`config.mk`:
```
export PLATFORM = sky130hd
export DESIGN_NAME = wash_timer_ctrl_flat
export DESIGN_NICKNAME = d
export VERILOG_FILES = /design/src/rtl/wash_timer_ctrl_if.sv /design/src/rtl/wash_timer_ctrl.sv /design/src/flat_wrapper.sv
export SDC_FILE = /design/constraint.sdc
export NUM_CORES = 1
export LEC_CHECK = 0
export ABC_AREA = 1
export BUFFER_PORTS_ARGS = -buffer_cell sky130_fd_sc_hd__buf_2
export CAP_MARGIN = 40
export CORE_MARGIN = 4
export CORE_UTILIZATION = 39
export DETAILED_ROUTE_END_ITERATION = 10
export GPL_TIMING_DRIVEN = 0
export HOLD_SLACK_MARGIN = 0.1
export PLACE_DENSITY_LB_ADDON = 0.05
export SETUP_SLACK_MARGIN = 0.3
export SYNTH_ARGS = -nofsm -noshare
export SYNTH_HDL_FRONTEND = slang
export SYNTH_SLANG_ARGS = --single-unit
```
`constraint.sdc`:
```
create_clock -name clk -period 2.9 [get_ports clk]
set_input_delay 0.145 -clock clk [delete_from_list [all_inputs] [get_ports clk]]
set_output_delay 0.145 -clock clk [all_outputs]
set_load 0.02 [all_outputs]
```
`src/rtl/wash_timer_ctrl_if.sv`:
```
// Handshake bundle between the washing-machine FSM and its timing controller.
// master = machine side (drives actuators/requests), slave = timer side.
interface wash_timer_ctrl_if;
  logic       start;
  logic       doorclose;
  logic [1:0] prog;
  logic       fillvalve_on;
  logic       motor_on;
  logic       drainvalve_on;
  logic       done;
  logic       filled;
  logic       cycletime_out;
  logic       drained;
  logic       spintime_out;
  logic       busy;
  logic [2:0] phase;
  logic       abort;

  modport master (
    output start, doorclose, prog, fillvalve_on, motor_on, drainvalve_on, done,
    input  filled, cycletime_out, drained, spintime_out, busy, phase, abort
  );

  modport slave (
    input  start, doorclose, prog, fillvalve_on, motor_on, drainvalve_on, done,
    output filled, cycletime_out, drained, spintime_out, busy, phase, abort
  );
endinterface

```
`src/rtl/wash_timer_ctrl.sv`:
```
// Washing-machine timing/sequencing controller. Follows the machine's
// actuators, counts enabled cycles per phase and returns one-cycle
// completion strobes. Run: FILL WASH DRAIN FILL WASH DRAIN SPIN, FINISH.
module wash_timer_ctrl #(
  parameter int CNT_W   = 10,
  parameter int FILL_T  = 20,
  parameter int WASH_T  = 100,
  parameter int DRAIN_T = 20,
  parameter int SPIN_T  = 50
) (
  input logic              clk,
  input logic              rst,
  wash_timer_ctrl_if.slave bus
);

  typedef enum logic [2:0] {
    IDLE   = 3'd0,
    FILL   = 3'd1,
    WASH   = 3'd2,
    DRAIN  = 3'd3,
    SPIN   = 3'd4,
    FINISH = 3'd5
  } state_t;

  typedef struct packed {
    logic filled;
    logic cto;
    logic drained;
    logic spt;
    logic abort;
  } stb_t;

  localparam logic [CNT_W-1:0] FILL_LEN  = CNT_W'(FILL_T);
  localparam logic [CNT_W-1:0] WASH_LEN1 = CNT_W'(WASH_T);
  localparam logic [CNT_W-1:0] WASH_LEN2 = CNT_W'(2 * WASH_T);
  localparam logic [CNT_W-1:0] WASH_LEN3 = CNT_W'(3 * WASH_T);
  localparam logic [CNT_W-1:0] DRAIN_LEN = CNT_W'(DRAIN_T);
  localparam logic [CNT_W-1:0] SPIN_LEN1 = CNT_W'(SPIN_T);
  localparam logic [CNT_W-1:0] SPIN_LEN2 = CNT_W'(2 * SPIN_T);
  localparam logic [CNT_W-1:0] ONE       = CNT_W'(1);

  state_t           state;
  logic [CNT_W-1:0] cnt;
  logic [CNT_W-1:0] len;
  logic             rinse;
  logic [1:0]       prog_q;
  logic             en;
  logic             last;
  logic             busy_q;
  stb_t             stb;

  // Phase length from the latched program; 3 behaves like normal.
  always_comb begin
    len = FILL_LEN;
    case (state)
      FILL:  len = FILL_LEN;
      WASH:  len = (prog_q == 2'd0) ? WASH_LEN1 :
                   (prog_q == 2'd2) ? WASH_LEN3 : WASH_LEN2;
      DRAIN: len = DRAIN_LEN;
      SPIN:  len = (prog_q == 2'd0) ? SPIN_LEN1 : SPIN_LEN2;
      default: len = FILL_LEN;
    endcase
  end

  // Which actuator lets the current phase's counter advance.
  always_comb begin
    en = 1'b0;
    case (state)
      FILL:        en = bus.fillvalve_on;
      WASH:        en = bus.motor_on;
      DRAIN, SPIN: en = bus.drainvalve_on;
      default:     en = 1'b0;
    endcase
  end

  assign last = en && (cnt == len - ONE);

  // Sequencer: state, counter, rinse flag, program latch and registered strobes.
  always_ff @(posedge clk or negedge rst) begin
    if (!rst) begin
      state  <= IDLE;
      cnt    <= '0;
      rinse  <= 1'b0;
      prog_q <= 2'd0;
      busy_q <= 1'b0;
      stb    <= '0;
    end else begin
      stb <= '0;
      case (state)
        IDLE: begin
          if (bus.start && bus.doorclose) begin
            prog_q <= bus.prog;
            rinse  <= 1'b0;
            cnt    <= '0;
            state  <= FILL;
            busy_q <= 1'b1;
          end
        end
        FINISH: begin
          if (bus.done) begin
            state  <= IDLE;
            busy_q <= 1'b0;
          end
        end
        FILL, WASH, DRAIN, SPIN: begin
          // Door opening wins over a completion landing on the same edge.
          if (!bus.doorclose) begin
            state     <= IDLE;
            busy_q    <= 1'b0;
            cnt       <= '0;
            rinse     <= 1'b0;
            stb.abort <= 1'b1;
          end else if (last) begin
            cnt <= '0;
            case (state)
              FILL: begin
                stb.filled <= 1'b1;
                state      <= WASH;
              end
              WASH: begin
                stb.cto <= 1'b1;
                state   <= DRAIN;
              end
              DRAIN: begin
                stb.drained <= 1'b1;
                if (rinse) begin
                  state <= SPIN;
                end else begin
                  rinse <= 1'b1;
                  state <= FILL;
                end
              end
              default: begin
                stb.spt <= 1'b1;
                state   <= FINISH;
              end
            endcase
          end else if (en) begin
            cnt <= cnt + ONE;
          end
        end
        default: begin
          // Unreachable encodings fall back to idle.
          state  <= IDLE;
          busy_q <= 1'b0;
          cnt    <= '0;
          rinse  <= 1'b0;
        end
      endcase
    end
  end

  assign bus.filled        = stb.filled;
  assign bus.cycletime_out = stb.cto;
  assign bus.drained       = stb.drained;
  assign bus.spintime_out  = stb.spt;
  assign bus.abort         = stb.abort;
  assign bus.busy          = busy_q;
  assign bus.phase         = state;

  // Strobes never overlap, and an abort always lands in IDLE.
  a_onehot: assert property (@(posedge clk) disable iff (!rst) $onehot0(stb));
  a_abort:  assert property (@(posedge clk) disable iff (!rst) stb.abort |-> state == IDLE);

endmodule

```
`src/flat_wrapper.sv`:
```
// flat-port wrapper written by rule: the top's interface ports become plain ports
module wash_timer_ctrl_flat 
#(
  parameter int CNT_W   = 10,
  parameter int FILL_T  = 20,
  parameter int WASH_T  = 100,
  parameter int DRAIN_T = 20,
  parameter int SPIN_T  = 50
)
  (clk, rst, bus_start, bus_doorclose, bus_prog, bus_fillvalve_on, bus_motor_on, bus_drainvalve_on, bus_done, bus_filled, bus_cycletime_out, bus_drained, bus_spintime_out, bus_busy, bus_phase, bus_abort);
  wash_timer_ctrl_if bus_i ();
  input logic clk;
  input logic rst;
  input wire logic [$bits(bus_i.start)-1:0] bus_start;
  input wire logic [$bits(bus_i.doorclose)-1:0] bus_doorclose;
  input wire logic [$bits(bus_i.prog)-1:0] bus_prog;
  input wire logic [$bits(bus_i.fillvalve_on)-1:0] bus_fillvalve_on;
  input wire logic [$bits(bus_i.motor_on)-1:0] bus_motor_on;
  input wire logic [$bits(bus_i.drainvalve_on)-1:0] bus_drainvalve_on;
  input wire logic [$bits(bus_i.done)-1:0] bus_done;
  output wire logic [$bits(bus_i.filled)-1:0] bus_filled;
  output wire logic [$bits(bus_i.cycletime_out)-1:0] bus_cycletime_out;
  output wire logic [$bits(bus_i.drained)-1:0] bus_drained;
  output wire logic [$bits(bus_i.spintime_out)-1:0] bus_spintime_out;
  output wire logic [$bits(bus_i.busy)-1:0] bus_busy;
  output wire logic [$bits(bus_i.phase)-1:0] bus_phase;
  output wire logic [$bits(bus_i.abort)-1:0] bus_abort;
  assign bus_i.start = bus_start;
  assign bus_i.doorclose = bus_doorclose;
  assign bus_i.prog = bus_prog;
  assign bus_i.fillvalve_on = bus_fillvalve_on;
  assign bus_i.motor_on = bus_motor_on;
  assign bus_i.drainvalve_on = bus_drainvalve_on;
  assign bus_i.done = bus_done;
  assign bus_filled = bus_i.filled;
  assign bus_cycletime_out = bus_i.cycletime_out;
  assign bus_drained = bus_i.drained;
  assign bus_spintime_out = bus_i.spintime_out;
  assign bus_busy = bus_i.busy;
  assign bus_phase = bus_i.phase;
  assign bus_abort = bus_i.abort;
  wash_timer_ctrl #(.CNT_W(CNT_W), .FILL_T(FILL_T), .WASH_T(WASH_T), .DRAIN_T(DRAIN_T), .SPIN_T(SPIN_T)) u_core (.clk(clk), .rst(rst), .bus(bus_i));
endmodule
```
# Yosys cells after proc, flatten, opt, wreduce, memory -nomap -nowiden

Index checks and enable logic that the tools add are counted.

Bits in registers: 22
Input port bits: 10
Logic and storage cells: 72

Add/sub/neg operators: 2
Eq/ne operators: 13
Multiplexer cells: 34
Bitwise operators: 1
Reductions and logical operators: 12

Operator list:

| kind                    | number |
|---|---|
| $mux W10                | 5 |
| $pmux W10 S3            | 1 |
| $pmux W10 S2            | 1 |
| $pmux W3 S3             | 2 |
| $mux W3                 | 5 |
| $mux W1                 | 12 |
| $add A10 B1 Y10 const B | 1 |
| $eq A10 B10 Y1          | 1 |
| $sub A10 B1 Y10 const B | 1 |
| $mux W9                 | 1 |
| $pmux W1 S3             | 3 |
| $reduce_and A3 Y1       | 3 |
| $mux W4                 | 2 |
| $mux W7                 | 1 |
| $eq A3 B2 Y1 const B    | 2 |
| $eq A3 B3 Y1 const B    | 2 |
| $ne A3 B2 Y1 const B    | 2 |
| $mux W5                 | 1 |
| $ne A2 B2 Y1 const B    | 2 |
| $ne A4 B2 Y1 const B    | 1 |
| $reduce_and A4 Y1       | 1 |
| $reduce_or A4 Y1        | 1 |
| $eq A3 B1 Y1 const B    | 1 |
| $logic_not A3 Y1        | 1 |
| other kinds (8)         | 9 |

# Longest topological paths before layout

Gate-level depths: netlist (run 1).

Depth after elaboration: 10
Depth in mapped cells: 18
Gate-level depth less buffers: 17

# Worst setup path after synthesis (run 1)

Ideal clock, no wire load.

Path kind: reg2reg
From: reg u_core.state[0], in the netlist u_core.bus.phase[0]
To: reg u_core.cnt[2]
Arrival: 2.191 ns
Data required time: 2.776 ns
Path slack: 0.585 ns
Cell stages (with the launch flop): 16
Path buffers: 1
Path through: dfrtp_1 -> buf_6 -> nor2_4 -> nand3_1 -> and3_1 -> ha_1 -> nand2_1 -> nand3_1 -> nor2_1 -> nand2_1 -> nor2_1 -> nand2_1 -> nor2_1 -> nand3_2 -> a21oi_4 -> nor2_1

Longest elaborated chain between the ends: 8

Ends and longest elaborated chain:

| element                                      | RTL line                                                            | RTL |
|---|---|---|
| start: declaration                           | wash_timer_ctrl.sv:42                                               | `state_t state;` |
| start signal: assignment                     | wash_timer_ctrl.sv:81                                               | `state <= IDLE;` |
| start signal: assignment                     | wash_timer_ctrl.sv:95                                               | `state <= FILL;` |
| start signal: assignment                     | wash_timer_ctrl.sv:101                                              | `state <= IDLE;` |
| $eq A3 B3 Y1 or $eq A3 B2 Y1 (tied branches) | wash_timer_ctrl.sv:55, wash_timer_ctrl.sv:68, wash_timer_ctrl.sv:89 |  |
| $pmux W10 S2                                 | wash_timer_ctrl.sv:55                                               | `case (state)` |
| $sub A10 B1 Y10                              | wash_timer_ctrl.sv:76                                               | `assign last = en && (cnt == len - ONE);` |
| $eq A10 B10 Y1                               | wash_timer_ctrl.sv:76                                               |  |
| $logic_and A1 B1 Y1                          | wash_timer_ctrl.sv:76                                               |  |
| $mux W10                                     | wash_timer_ctrl.sv:113                                              | `end else if (last) begin` |
| $mux W10                                     | wash_timer_ctrl.sv:107                                              | `if (!bus.doorclose) begin` |
| $pmux W10 S3                                 | wash_timer_ctrl.sv:89                                               | `case (state)` |
| end signal: assignment                       | wash_timer_ctrl.sv:139                                              | `cnt <= cnt + ONE;` |
| end: declaration                             | wash_timer_ctrl.sv:43                                               | `logic [CNT_W-1:0] cnt;` |

Parallel ways exist; a longest one is shown, timed or not.
A chain may end at the register's enable or synchronous reset.

# Worst setup path in the final report (run 1)

From: reg u_core.state[0], in the netlist u_core.bus.phase[0]
To: reg u_core.cnt[5]

Same word-level chain as after synthesis.

==> flow_summary_export.csv, run 1 <==
group,metric,value,unit
worst_setup_path,cp-end-kind,"flip-flop",
pwr,powerDensity,824.0,mW/mm²
cts,clock-sinks,22,
cts,clkTransAtPathRegs,0.08,ns
die,num_rows,22,
timing,fin_crit_sh,84.13,%
pwr,power.leakage,0.9240,nW
cts,tritoncts,"yes",
route,route.detailed.drc,0,
pwr,total_power,0.001522,W
finish,seqCellArea,550.5,µm²
placed_design,dpl_cell_area,0.001680,mm²
placed_design,hpwl,2.750,mm
worst_setup_path,crit_family,"simple AND/OR/NAND/NOR gates",
finish,final_common_cell,"nand2_1",
timing,setup-tns-final,0,ns
timing,grt_setup_unrepaired,"no",
cts,clockRootBuffer,"clkbuf_8",
finish,drive_above_1_share,26.12,%
global_route,track_usage,15.70,%
finish,nNetsFinal,259,
die,initial_core_util,41.18,%
timing,clock.fmax,409.9,MHz
worst_setup_path,crit_required,3.04,ns
worst_setup_path,slowest_stage,"dfrtp_1",
worst_setup_path,cp.buffers_inverters,1,
min_path,min_path_type,"input port to flip-flop",
placed_design,port_buffers,18,
synthesis,syn_inst,216,
timing,maxSlewViolCount,0,
worst_setup_path,path_max_fanout,8,
synthesis,async_flop_share,100.0,%
status,status,"complete, no violations",
global_route,antenna_found_initial,0,
route,firstDrtPassIters,4,
synthesis,ys_ff_latch,22,
die,core_region_area,0.003716,mm²
job,max-cap-violations,0,
route,drt-initial-drc-count,85,
finish,diodes,0,
global_route,grt_pass1_wl,6.258,mm
finish,fill_cells,404,
synthesis,synth_edf_count,0,
synthesis,synth_area,0.001530,mm²
timing,worst_pin_slew,0.5295,ns
synthesis,ys_seq_area_share,35.98,%
worst_setup_path,critical-path-max-stage-delay,0.39,ns
timing,hold_viol_final,0,
synthesis,ys_dominant_reg_cell,"dfrtp_1",
timing,max_slew_margin,64.70,%
die,dieArea,0.004990,mm²
route,viasPerCell,4.829,
die,fp.dieW,70.64,µm
die,io_pins,19,
synthesis,syn_nets,228,
global_route,grt_pass1_vias,1379,
finish,final_area,0.001847,mm²
synthesis,yosysUniqueCellTypes,29,
worst_setup_path,critPathLaunchType,"flip-flop",
die,chipHeight,70.64,µm
route,wl_per_cell,12.08,µm
finish,multi_input_area,888.4,µm²
synthesis,yosysTopAreaCellShare,35.98,%
worst_setup_path,cp.arrival,2.58,ns
timing,holdWs,0.1175,ns
synthesis,synth.area.top_cells,"dfrtp_1 (36%), nand2_1 (13%), nor2_1 (8.3%)",
cts,insertion_delay,0.27,ns
route,vias,1415,
route,ant_nets,0,
placed_design,place.gp.congestion,0.8478,
cts,numCtsBuffers,3,
worst_setup_path,cp_cell_sequence,"buf_6 > nor2_4 > nand2_4 > nand2_4 > and3_4 > ha_4 > nand2_2 > nand3_2 > nor2_1 > nand2_1 > nor2_1 > nand2_1 > nor2_1 > nand3_2 > a21oi_4 > nor2_1",
worst_setup_path,path_common_cell,"nor2_1",
timing,setup_violations,0,
synthesis,yosys_warnings,0,
worst_setup_path,path_class,"flip-flop to flip-flop",
timing,timing.final.crit_period,2.440,ns
synthesis,postSynthAreaPerCell,7.084,µm²
pwr,peakVddDrop,0.3341,mV
global_route,grt_max_degree,23,
timing,skew,0.01349,ns
finish,syn_to_final_growth,20.69,%
route,wl,3.540,mm
global_route,overflow,0,
finish,mostFrequentLayoutCells,"nand2_1 (52), nor2_1 (32), inv_1 (25)",
cts,h-tree-depth,1,
cts,cts_max_path_buffers,2,
synthesis,synth_top_cell_by_area,"dfrtp_1",
[final timing paths]
kind | startpoint | to | slack, ns | cells after the start
max in group asynchronous | rst | u_core.cnt[4] | 2.15 | 2
hold / removal | bus_prog[1] | u_core.prog_q[1] | 0.12 | 3
min in group asynchronous | rst | u_core.bus.phase[0] | 0.38 | 2
hold reg to reg | u_core.bus.busy | u_core.bus.busy | 0.52 | 2
setup reg to reg | u_core.bus.phase[0] | u_core.cnt[5] | 0.46 | 16
setup / recovery | u_core.bus.phase[0] | u_core.cnt[5] | 0.46 | 16
[what timing repair did]
| item | CTS | global route |
|---|---|---|
| gates resized for setup | 2 | 10 |
| pin swaps | 2 | 7 |
| endpoints found under the setup margin | 8 | 16 |
| setup buffers | 1 | 6 |
| hold endpoints to repair | 22 | 0 |
| hold buffers | 1 | 0 |
[layer usage]
layer	part of all wire [%]	track usage, %
met5	0	0
met4	2.2	6.472
met3	4.9	2.415
met2	45	25.47
met1	48	20.90
[synth_stat cells (3+ instances only)]
cell / n
xor2_1: 6
inv_2: 4
nand2_2: 10
nand4_1: 6
nand3_2: 4
inv_1: 25
nand3_1: 25
nor2_1: 34
dfrtp_1: 22
o21ai_0: 4
nand2_1: 53
buf_6: 3
[where the power goes]
part           internal (W)  switching (W)
Sequential         0.000359      0.0000378
Combinational      0.000347       0.000587
Clock             0.0000929      0.0000980
[area by class of cell]
cell class,count,area share [%]
plain buffers,4,2.236
clock buffers,3,2.236
inverters,30,6.098
multi-input cells,160,48.10
flip-flops and latches,22,29.81
well taps,48,3.252
repair buffers,26,8.266
[state kept, by name, indices dropped and copies added (netlist names)]
register / flops
u_core.bus.spintime_out: 1
u_core.bus.abort: 1
u_core.bus.cycletime_out: 1
u_core.bus.busy: 1
u_core.bus.phase: 3
u_core.prog_q: 2
u_core.bus.drained: 1
u_core.bus.filled: 1
u_core.rinse: 1
u_core.cnt: 10
[kinds of logic (layout without fill, tap and decap cells)]
family,after synthesis,after routing,share of synthesized area [%]
AO/OA/AOI/OAI,12,12,5.234
XOR/XNOR,7,7,4.007
adder cells (fa/ha/maj),2,2,1.635
buffers and inverters,34,63,10.06
flip-flops,22,22,35.98
AND/OR/NAND/NOR,139,139,43.09
[metrics by stage]
stage                     setup slack [ns]  util (%)  std cells
after floorplan                     0.5847         -        216
after global placement              0.3178     45.22        282
after detailed placement            0.3057     45.22        282
after CTS                           0.3212     47.07        287
after global routing                0.2916     49.70        293
final                               0.4601     49.70        293
[worst reg2reg max path: cells and delay by family, from the launching register on]
family	cells	cell delay, ns
DFF	1	0.39
buffers and inverters	1	0.14
and+or+nand+nor	13	1.29
adders and majority gates	1	0.20
AOI/OAI and AO/OA	1	0.29
(Power assumes the default switching activity.)
==> run 2: changes to the inputs <==
==> constraint.sdc (replaced) <==
create_clock -name clk -period 2.1 [get_ports clk]
set_input_delay 0.105 -clock clk [delete_from_list [all_inputs] [get_ports clk]]
set_output_delay 0.105 -clock clk [all_outputs]
set_load 0.02 [all_outputs]
==> flow_summary_export.csv, run 2 (same netlist as run 1, synthesis figures left out) <==
group,metric,value,unit
timing,clock.fmax,416.3,MHz
placed_design,dpl_cell_area,0.001693,mm²
worst_setup_path,cp-end-kind,"flip-flop",
status,violations,"setup timing",
route,vias,1435,
global_route,grt_max_degree,23,
global_route,track_usage,15.62,%
die,dieArea,0.004990,mm²
worst_setup_path,crit_required,2.24,ns
pwr,power.leakage,0.9734,nW
worst_setup_path,cp_cell_sequence,"buf_8 > nor2_4 > nand2_4 > nand2_4 > and3_4 > ha_4 > nand2_2 > nand3_2 > nor2_2 > nand2_1 > nor2_1 > nand2_1 > nor2_2 > nand3_2 > a21oi_4 > nor2_1",
placed_design,place.gp.congestion,0.8283,
die,num_rows,22,
worst_setup_path,cp.arrival,2.55,ns
route,wl_per_cell,11.95,µm
route,ant_nets,0,
worst_setup_path,path_class,"flip-flop to flip-flop",
finish,regMostFlops,"u_core.cnt",
route,drt-initial-drc-count,57,
pwr,peakVddDrop,0.5659,mV
finish,final_area,0.001981,mm²
worst_setup_path,critPathLaunchType,"flip-flop",
timing,setup-tns-final,-3.812,ns
die,chipHeight,70.64,µm
timing,hold_viol_final,0,
pwr,powerDensity,1178,mW/mm²
job,max-cap-violations,0,
route,route.detailed.drc,0,
die,core_region_area,0.003716,mm²
timing,fin_crit_sh,114.4,%
cts,insertion_delay,0.26,ns
timing,timing.final.ws_setup,-0.3021,ns
finish,final_common_cell,"nand2_1",
route,viasPerCell,4.736,
global_route,grt_pass1_wl,6.320,mm
global_route,antenna_found_initial,0,
timing,max_slew_margin,66.11,%
finish,post-route-util,53.30,%
finish,drive_above_1_share,31.37,%
finish,nNetsFinal,268,
route,wl,3.620,mm
die,io_pins,19,
global_route,grt_pass1_vias,1430,
die,fp.dieW,70.64,µm
cts,numCtsBuffers,3,
die,initial_core_util,41.18,%
cts,clockRootBuffer,"clkbuf_8",
cts,cts_max_path_buffers,2,
cts,clkTransAtPathRegs,0.08,ns
finish,diodes,0,
worst_setup_path,slowest_stage,"dfrtp_2",
timing,maxSlewViolCount,0,
timing,setup_violations,17,
finish,fill_cells,379,
worst_setup_path,critical-path-max-stage-delay,0.42,ns
timing,timing.final.crit_period,2.402,ns
finish,largest_register_ffs,10,
cts,tritoncts,"yes",
timing,worst_pin_slew,0.5084,ns
status,status,"finished with violations",
global_route,overflow,0,
placed_design,port_buffers,18,
route,firstDrtPassIters,4,
worst_setup_path,path_max_fanout,8,
cts,h-tree-depth,1,
finish,mostFrequentLayoutCells,"nand2_1 (50), nor2_1 (30), inv_1 (23)",
cts,clock-sinks,22,
timing,skew,0.006102,ns
min_path,min_path_type,"input port to flip-flop",
finish,syn_to_final_growth,29.44,%
timing,grt_setup_unrepaired,"yes",
placed_design,hpwl,2.721,mm
==> run 2: cell types whose count changed in the layout (fill, tap and decap cells not counted), sizes merged <==
cell,change
clkbuf,+1
dlygate4sd3,+3
inv,-1
buf,+6
clkinvlp,+1
==> run 2: stage by stage <==
stage / power (W) / cells / hold WS, ns / setup WS (ns)
after floorplan: 0.001441 / 216 / -0.1906 / -0.1889
after global placement: 0.001706 / 282 / 0.1122 / -0.4853
after detailed placement: 0.001698 / 282 / 0.1110 / -0.4868
after CTS: 0.002161 / 296 / 0.2295 / -0.3944
after global routing: 0.002544 / 303 / 0.2737 / -0.5332
final: 0.002333 / 303 / 0.2334 / -0.3021
==> run 2: layout make-up <==
class	count	area, µm²	share of cell area (%)
flip-flops and latches	22	553.0	27.92
inverters	30	116.4	5.875
multi-input cells	160	912.1	46.05
well taps	48	60.06	3.032
plain buffers	4	45.04	2.274
repair buffers	35	239.0	12.07
clock buffers	4	55.05	2.780
==> run 2: power breakdown <==
part,switching [W],leakage [nW],internal (W)
logic,0.000870,0.651,0.000605
clock network,0.000141,0.0288,0.000167
registers,0.0000521,0.293,0.000498
==> run 2: worst paths after layout <==
path | depth (start not counted) | slack, ns | endpoint | start
max | 16 | -0.30 | u_core.cnt[3] | u_core.bus.phase[0]
max reg2reg | 16 | -0.30 | u_core.cnt[3] | u_core.bus.phase[0]
min reg2reg | 2 | 0.51 | u_core.bus.busy | u_core.bus.busy
min | 3 | 0.23 | u_core.bus.busy | bus_start
max in group asynchronous | 2 | 1.40 | u_core.bus.phase[0] | rst
min in group asynchronous | 2 | 0.34 | u_core.bus.phase[1] | rst
==> run 2: critical path: cells and delay by family, from the launching register on <==
kind	cells	cell delay [ns]
AOI/OAI and AO/OA	1	0.30
DFF	1	0.42
adders and majority gates	1	0.20
and+or+nand+nor	13	1.22
buffers and inverters	1	0.14
==> run 2: timing repair <==
action,in CTS,in global routing
setup buffers,6,6
gates cloned,0,1
resized for setup,8,17
pin swaps,16,13
setup endpoints to repair,17,19
hold buffers,4,0
endpoints found under the hold margin,25,0
==> run 2: metal layers <==
| metal | global-route usage [%] | wire (µm) | share of wire, % |
|---|---|---|---|
| met5 | 0 | 0 | 0 |
| met2 | 27.34 | 1672 | 46 |
| met1 | 19.79 | 1698 | 47 |
| met3 | 3.267 | 189 | 5.2 |
| met4 | 3.549 | 60 | 1.7 |
